<file path="config.mk">
export PLATFORM = sky130hd
export DESIGN_NAME = calc_seq
export DESIGN_NICKNAME = d
export VERILOG_FILES = /design/src/rtl/calc_seq.sv
export SDC_FILE = /design/constraint.sdc
export NUM_CORES = 1
export LEC_CHECK = 0
export BUFFER_PORTS_ARGS = -buffer_cell sky130_fd_sc_hd__buf_2
export CORE_MARGIN = 2
export CORE_UTILIZATION = 40
export CTS_BUF_LIST = sky130_fd_sc_hd__clkbuf_4
export DETAILED_ROUTE_END_ITERATION = 6
export PLACE_DENSITY = 0.54
export SLEW_MARGIN = 25
export SYNTH_ARGS = -nofsm -noshare
export SYNTH_HDL_FRONTEND = slang
export SYNTH_SLANG_ARGS = --single-unit
export TNS_END_PERCENT = 100
</file>
<file path="constraint.sdc">
create_clock -name clk -period 3.65 [get_ports clk]
set_clock_uncertainty 0.2 [all_clocks]
set_input_delay 0.5475 -clock clk [delete_from_list [all_inputs] [get_ports clk]]
set_output_delay 0.5475 -clock clk [all_outputs]
set_load 0.01 [all_outputs]
</file>
<file path="src/rtl/calc_seq.sv">
// Single-request arithmetic sequencer: one add/sub/mul/div in flight at a time.
// Mul and div iterate over four RUN cycles; add, sub and div-by-zero finish on the accept edge.
//
// state  | meaning
// S_IDLE | ready for a request, in_ready=1
// S_RUN  | iterating shift-add multiply or restoring divide, one bit per cycle
// S_DONE | result/err presented with out_valid=1 until out_ready
module calc_seq #(
  parameter logic [3:0] DIVZ_Q = 4'hF
) (
  input  logic       clk,
  input  logic       rst_n,
  input  logic       in_valid,
  output logic       in_ready,
  input  logic [1:0] op,
  input  logic [3:0] a,
  input  logic [3:0] b,
  output logic       out_valid,
  input  logic       out_ready,
  output logic [7:0] result,
  output logic       err
);

  typedef enum logic [1:0] {
    S_IDLE = 2'd0,
    S_RUN  = 2'd1,
    S_DONE = 2'd2
  } state_t;

  localparam logic [1:0] OP_ADD = 2'b00;
  localparam logic [1:0] OP_SUB = 2'b01;
  localparam logic [1:0] OP_MUL = 2'b10;
  localparam logic [1:0] OP_DIV = 2'b11;

  state_t     r_state;
  state_t     w_state_nxt;
  logic [1:0] r_op;
  logic [3:0] r_a;
  logic [3:0] r_b;
  logic [1:0] r_cnt;
  logic [7:0] r_acc;
  logic [4:0] r_rem;
  logic [3:0] r_quo;
  logic [7:0] r_result;
  logic       r_err;

  logic [4:0] w_add;
  logic [4:0] w_sub;
  logic [7:0] w_pp;
  logic [7:0] w_acc_nxt;
  logic [4:0] w_shift;
  logic       w_ge;
  logic [4:0] w_rem_nxt;
  logic [3:0] w_quo_nxt;
  logic       w_iterate;

  // Mul and nonzero-divisor div need the iterative RUN phase
  assign w_iterate = (op == OP_MUL) || ((op == OP_DIV) && (b != 4'd0));

  always_ff @(posedge clk) begin
    if (!rst_n) begin
      r_state <= S_IDLE;
    end else begin
      r_state <= w_state_nxt;
    end
  end

  always_comb begin
    w_state_nxt = r_state;
    unique case (r_state)
      S_IDLE: begin
        if (in_valid) begin
          w_state_nxt = w_iterate ? S_RUN : S_DONE;
        end
      end
      S_RUN: begin
        if (r_cnt == 2'd3) begin
          w_state_nxt = S_DONE;
        end
      end
      S_DONE: begin
        if (out_ready) begin
          w_state_nxt = S_IDLE;
        end
      end
      default: w_state_nxt = S_IDLE;
    endcase
  end

  always_comb begin
    w_add     = {1'b0, a} + {1'b0, b};
    w_sub     = {1'b0, a} - {1'b0, b};
    w_pp      = r_b[r_cnt] ? ({4'b0000, r_a} << r_cnt) : 8'h00;
    w_acc_nxt = r_acc + w_pp;
    // Dividend bits enter MSB first: cnt 0 takes a[3]
    w_shift   = {r_rem[3:0], r_a[2'd3 - r_cnt]};
    w_ge      = (w_shift >= {1'b0, r_b});
    w_rem_nxt = w_ge ? (w_shift - {1'b0, r_b}) : w_shift;
    w_quo_nxt = {r_quo[2:0], w_ge};
  end

  always_ff @(posedge clk) begin
    if (!rst_n) begin
      r_op     <= 2'b00;
      r_a      <= 4'h0;
      r_b      <= 4'h0;
      r_cnt    <= 2'd0;
      r_acc    <= 8'h00;
      r_rem    <= 5'h00;
      r_quo    <= 4'h0;
      r_result <= 8'h00;
      r_err    <= 1'b0;
    end else begin
      unique case (r_state)
        S_IDLE: begin
          if (in_valid) begin
            r_op  <= op;
            r_a   <= a;
            r_b   <= b;
            r_cnt <= 2'd0;
            r_acc <= 8'h00;
            r_rem <= 5'h00;
            r_quo <= 4'h0;
            unique case (op)
              OP_ADD: begin
                r_result <= {3'b000, w_add};
                r_err    <= 1'b0;
              end
              OP_SUB: begin
                r_result <= {3'b000, w_sub};
                r_err    <= 1'b0;
              end
              OP_DIV: begin
                if (b == 4'd0) begin
                  r_result <= {a, DIVZ_Q};
                  r_err    <= 1'b1;
                end
              end
              default: ;
            endcase
          end
        end
        S_RUN: begin
          r_cnt <= r_cnt + 2'd1;
          if (r_op == OP_MUL) begin
            r_acc <= w_acc_nxt;
          end else begin
            r_rem <= w_rem_nxt;
            r_quo <= w_quo_nxt;
          end
          if (r_cnt == 2'd3) begin
            r_result <= (r_op == OP_MUL) ? w_acc_nxt : {w_rem_nxt[3:0], w_quo_nxt};
            r_err    <= 1'b0;
          end
        end
        S_DONE: begin
          // Clearing on handshake keeps result/err zero outside DONE
          if (out_ready) begin
            r_result <= 8'h00;
            r_err    <= 1'b0;
          end
        end
        default: ;
      endcase
    end
  end

  assign in_ready  = (r_state == S_IDLE);
  assign out_valid = (r_state == S_DONE);
  assign result    = r_result;
  assign err       = r_err;

endmodule

</file>
=== Yosys cells after proc, flatten, opt, wreduce, memory -nomap -nowiden ===
Cells that the tools add are included.

* Register bits: 38
* Input bits: 14
* Word-level logic and storage cells: 86

* Add/subtract/negate cells: 6
* Order comparisons: 3
* Eq/ne operators: 15
* Shift-type cells: 1
* Mux-type cells: 35
* Reductions and logical operators: 16

{| class="wikitable"
|+ Operators by type and width
! kind !! count
|-
| two-way mux 8 bit || 8
|-
| one-hot mux 8 bit (3 select lines) || 2
|-
| one-hot mux 8 bit (2 select lines) || 1
|-
| two-way mux 4 bit || 3
|-
| AND reduction 6 bit || 2
|-
| == test 2 bit (second input constant) || 5
|-
| two-way mux 2 bit || 5
|-
| AND reduction 3 bit || 3
|-
| adder 8 bit || 1
|-
| != test 2 bit (second input constant) || 4
|-
| one-hot mux 4 bit (2 select lines) || 1
|-
| << shifter 4 x 2 -> 8 bit || 1
|-
| < comparator 2 x 3 -> 1 bit (second input constant) || 2
|-
| two-way mux 1 bit || 6
|-
| two-way mux 3 bit || 2
|-
| != test 3 x 2 -> 1 bit (second input constant) || 2
|-
| one-hot mux 2 bit (3 select lines) || 1
|-
| one-hot mux 3 bit (2 select lines) || 1
|-
| adder 4 x 4 -> 5 bit || 1
|-
| greater-or-equal comparator 5 x 4 -> 1 bit || 1
|-
| subtractor 4 x 4 -> 5 bit || 1
|-
| binary-select mux 1 bit (select 2 bit) || 2
|-
| == test 2 x 1 -> 1 bit (second input constant) || 2
|-
| logical NOT 2 bit || 2
|-
| 16 further kinds || 17
|}

=== Depth between registers and ports, before layout ===
* Depth after elaboration: 8
* Gate-level depth with buffers: 12
* Depth with buffers taken out: 11

=== Worst setup path after synthesis ===
Ideal clock, no wire load.

* Path kind: flip-flop to flip-flop
* Start point: register r_cnt[0]
* End point: register r_result[6] (netlist: result[6])
* Library setup time: 0.074 ns
* Arrival: 2.555 ns
* Data required time: 3.376 ns
* Setup slack: 0.821 ns
* Stages on the path, launching flop included: 12
* Buffers on the path: 1
* Cell sequence: dfxtp_1 -> buf_2 -> mux4_2 -> inv_1 -> a211oi_1 -> ha_1 -> nor2b_1 -> o31a_1 -> o21a_1 -> nor2_1 -> or3b_2 -> a31oi_1

* Longest elaborated chain between the ends: 8
* Elaborated cells on any way between the ends: 17
* Classes of those cells: add/sub: 3; order compare: 1; eq/ne: 2; shift: 1; mux: 9; reduce/logical: 1

{| class="wikitable"
|+ RTL lines
! element !! line !! source
|-
| start, declared || 40 || <nowiki>logic [1:0] r_cnt;</nowiki>
|-
| start signal, assigned || 144 || <nowiki>r_cnt <= r_cnt + 2'd1;</nowiki>
|-
| subtractor 2 bit || 96 || <nowiki>w_shift = {r_rem[3:0], r_a[2'd3 - r_cnt]};</nowiki>
|-
| binary-select mux 1 bit (select 2 bit) || 96 ||
|-
| two-way mux 1 bit (not written as such) || 96 ||
|-
| subtractor 4 bit or greater-or-equal comparator 5 x 4 -> 1 bit (tied branches) || 98, 97 ||
|-
| two-way mux 4 bit || 98 || <nowiki>w_rem_nxt = w_ge ? (w_shift - {1'b0, r_b}) : w_shift;</nowiki>
|-
| two-way mux 8 bit || 152 || <nowiki>r_result <= (r_op == OP_MUL) ? w_acc_nxt : {w_rem_nxt[3:0], w_quo_nxt};</nowiki>
|-
| two-way mux 8 bit || 151 || <nowiki>if (r_cnt == 2'd3) begin</nowiki>
|-
| one-hot mux 8 bit (3 select lines) || 114 || <nowiki>unique case (r_state)</nowiki>
|-
| end signal, assigned || 126 || <nowiki>r_result <= {3'b000, w_add};</nowiki>
|-
| end signal, assigned || 130 || <nowiki>r_result <= {3'b000, w_sub};</nowiki>
|-
| end signal, assigned || 152 ||
|-
| end, declared || 44 || <nowiki>logic [7:0] r_result;</nowiki>
|}

Parallel ways exist; a longest one is shown, timed or not. The select of a mux whose other input is x is not followed.
A chain may end at the register's enable or synchronous reset.

=== Worst setup path after layout ===
* Start point: register r_cnt[0]
* End point: register r_result[4] (netlist: result[4])

The elaborated chain is that of the path after synthesis.

==> results_dict.tcl <==
set metrics [dict create \
    status "complete, no violations" \
    netlist_instances 346 \
    hold_class "primary input to register" \
    ys_ff_latch 38 \
    p_comb_share_pct 44.5 \
    netlist_area_sq_mm 0.00272 \
    setup_slack_ps 340 \
    yosysWarnings 0 \
    p_total_mw 1.61 \
    syn_nets 384 \
    r2r-end "result[4]" \
    p_per_area_mw_per_mm2 542 \
    die_width_um 86.4 \
    vias 2489 \
    p_int_mw 0.958 \
    synth.most_common_cell "nand2_1" \
    grt_max_degree 21 \
    drcViolationCount 0 \
    max_stage_delay_ps 600 \
    grt_pass1_wl_um 11900 \
    slew_headroom_pct 51.0 \
    fp-row-count 30 \
    p_leak_nw 1.18 \
    yosysSeqAreaShare_pct 28.0 \
    seq_power_share_pct 32.8 \
    switchingPower_mw 0.653 \
    diodes 0 \
    synth.area.top_cells "dfxtp_1 28%, ha_1 9.7%, nand2_1 7.5%" \
    nNetsFinal 401 \
    period_needed_ps 3310 \
    ys_top_cells_by_count "54 x nand2_1, 39 x a21oi_1, 38 x dfxtp_1" \
    synth-edff-count 0 \
    vdd_drop_max_mv 0.429 \
    place_ws_ps 428 \
    slew_violations 0 \
    rsz0062_at_grt "false" \
    io_pins 25 \
    p_clk_share_pct 22.7 \
    cpMostUsedCell "a211oi_1" \
    die_h_um 86.4 \
    drive_gt1_share_pct 14.3 \
    setup_tns_ps 0 \
    initial_core_util_pct 40.7 \
    grt_util_all_layers_pct 20.4 \
    port_buffers 24 \
    critPathKind "register to register" \
    cp.required_ps 3700 \
    placed_cells 436 \
    nFillCells 682 \
    grt_pass1_vias 2264 \
    cts_resized 0 \
    regToRegStartpoint "r_cnt[0]" \
    startpoint "r_cnt[0]" \
    clock_tree.buffer_depth 2 \
    startpoint_type "register" \
    final.period_utilization_pct 90.7 \
    dp_hpwl_um 5550 \
    slowest_stage "dfxtp_1" \
    clkSinkCount 38 \
    worstSetupEndpointType "register" \
    routedWlPerCell_um 16.5 \
    cts-hold-fix-buffers 0 \
    synth.distinct_cells 62 \
    ant_nets 0 \
    yosysTopAreaCellShare_pct 28.0 \
    antenna_found_initial 0 \
    synth_top_area_cell "dfxtp_1" \
    die_area_sq_mm 0.00747 \
    coreArea_sq_mm 0.00668 \
    avgSynthCellArea_sq_um 7.86 \
    grt.overflow.total 0 \
    r2r_cells 10 \
    async_reset_ff_share_pct 0 \
    routed_wl_um 7350 \
    crit_end "result[4]" \
    place_congestion 0.895 \
    r2r_slack_ps 340 \
    routed_via_density 5.61 \
    firstDrtPassIters 4 \
    fin_util_pct 44.5 \
    clkTransAtPathRegs_ps 130 \
    worstPathCellList "mux4_2 -> inv_1 -> a211oi_1 -> ha_1 -> nor2b_1 -> o31a_1 -> a211oi_1 -> nand3b_1 -> a21oi_1 -> nor4_1" \
    setup_viol 0 \
    fmax_ghz 0.302 \
    critical_path_arrival_ps 3360 \
    drt-initial-drc-count 161 \
    cts_tree "yes" \
    cts_buffers 5 \
    crit_fanout 13 \
    clk_latency_ps 350 \
    drv_cap 0 \
    postCtsSetupBuffers 0 \
    ctsHtreeMaxLevel 2 \
    swShare_pct 40.5 \
    synth-main-ff-cell "dfxtp_1" \
    hold_violations 0 \
    areaGrowthSynthToFinish_pct 9.30 \
    final_cells 444 \
    worst_pin_slew_ps 731 \
    root_buffer "clkbuf_4" \
]
==> stage by stage <==
| stage | area [sq um] | hold WS, ps |
|---|---|---|
| global placement | 2870 | 237 |
| detailed placement | 2870 | 242 |
| floorplan | 2720 | 232 |
| finish | 2970 | 246 |
| CTS | 2970 | 232 |
| global route | 2970 | 236 |
==> how the worst min path moves through the flow <==
stage                endpoint  slack (ps)  depth (start not counted)  startpoint
CTS                    r_b[1]         230                          3        b[1]
floorplan             r_op[0]         230                          2     r_op[0]
detailed placement  result[1]         240                          2   result[1]
finish                 r_b[1]         250                          3        b[1]
global placement    result[1]         240                          2   result[1]
global route           r_b[1]         240                          3        b[1]
==> power groups by stage <==
| stage | Clock [mW] | Combinational, mW | Sequential [mW] |
|---|---|---|---|
| 2_1_floorplan | 0 | 0.531 | 0.540 |
| 3_3_place_gp | 0 | 0.708 | 0.538 |
| 3_5_place_dp | 0 | 0.711 | 0.538 |
| 4_1_cts | 0.376 | 0.715 | 0.528 |
| 5_1_grt | 0.398 | 0.791 | 0.537 |
| 6_report | 0.366 | 0.717 | 0.528 |
==> state kept, by name (all words and copies together) (netlist names) <==
signal   flops
result       8
err          1
r_quo        3
r_a          4
r_op         2
r_cnt        2
r_b          4
r_state      2
r_rem        4
r_acc        8
==> critical path, delay by kind of cell (launching register included) <==
family	cells	cell delay [ps]
flip-flops	1	600
multiplexers	1	570
adder cells (fa/ha/maj)	1	350
AO/OA/AOI/OAI	4	790
buffers and inverters	1	100
AND/OR/NAND/NOR	3	600
==> metal layers <==
| metal | part of all wire (%) | global-route usage, % | vias to the layer above |
|---|---|---|---|
| met5 | 0 | 0 | - |
| met2 | 46 | 32.0 | 46 |
| met4 | 0.80 | 4.12 | 0 |
| met1 | 51 | 30.0 | 1187 |
| li1 | - | - | 1251 |
| met3 | 3.1 | 2.95 | 5 |
==> cells in the final DEF, fill, tap and decap left out, types with 3 or more instances in the layout <==
cell type and instances:
nor3_1 4, nand2b_1 6, nor3b_1 3, nand3_1 9, nor2_1 30, fa_1 3, dfxtp_1 38, o21a_1 4
xnor2_1 5, a31oi_1 4, mux2_2 4, ha_1 21, buf_2 24, nand3b_1 3, xor2_1 4, a32oi_1 3
mux2i_1 5, a21o_1 3, nand2_1 54, o21ai_0 15, buf_4 4, nand4_1 3, a211oi_1 3, clkbuf_4 5
nor2b_1 3, a21oi_1 39, a22oi_1 4, inv_1 18
==> cell type report <==
class / count / area [sq um] / share of cell area [%]
Tap cell: 80 / 100 / 3.37
Multi-Input combinational cell: 271 / 1790 / 60.2
Timing Repair Buffer: 28 / 150 / 5.05
Clock buffer: 5 / 37.5 / 1.26
Clock inverter: 3 / 63.8 / 2.15
Sequential cell: 38 / 761 / 25.6
Inverter: 19 / 71.3 / 2.40
==> cells by family (layout without fill, tap and decap cells) <==
logic type                 after synthesis  after routing  share of synthesized area, %
and+or+nand+nor                        133            133                          23.9
DFF                                     38             38                          28.0
AOI/OAI and AO/OA                       95             95                          22.7
muxes                                   10             10                          4.33
adders and majority gates               24             24                          11.9
buffers and inverters                   37             55                          6.26
xor gates and xnor gates                 9              9                          2.90
(Power assumes the default switching activity.)
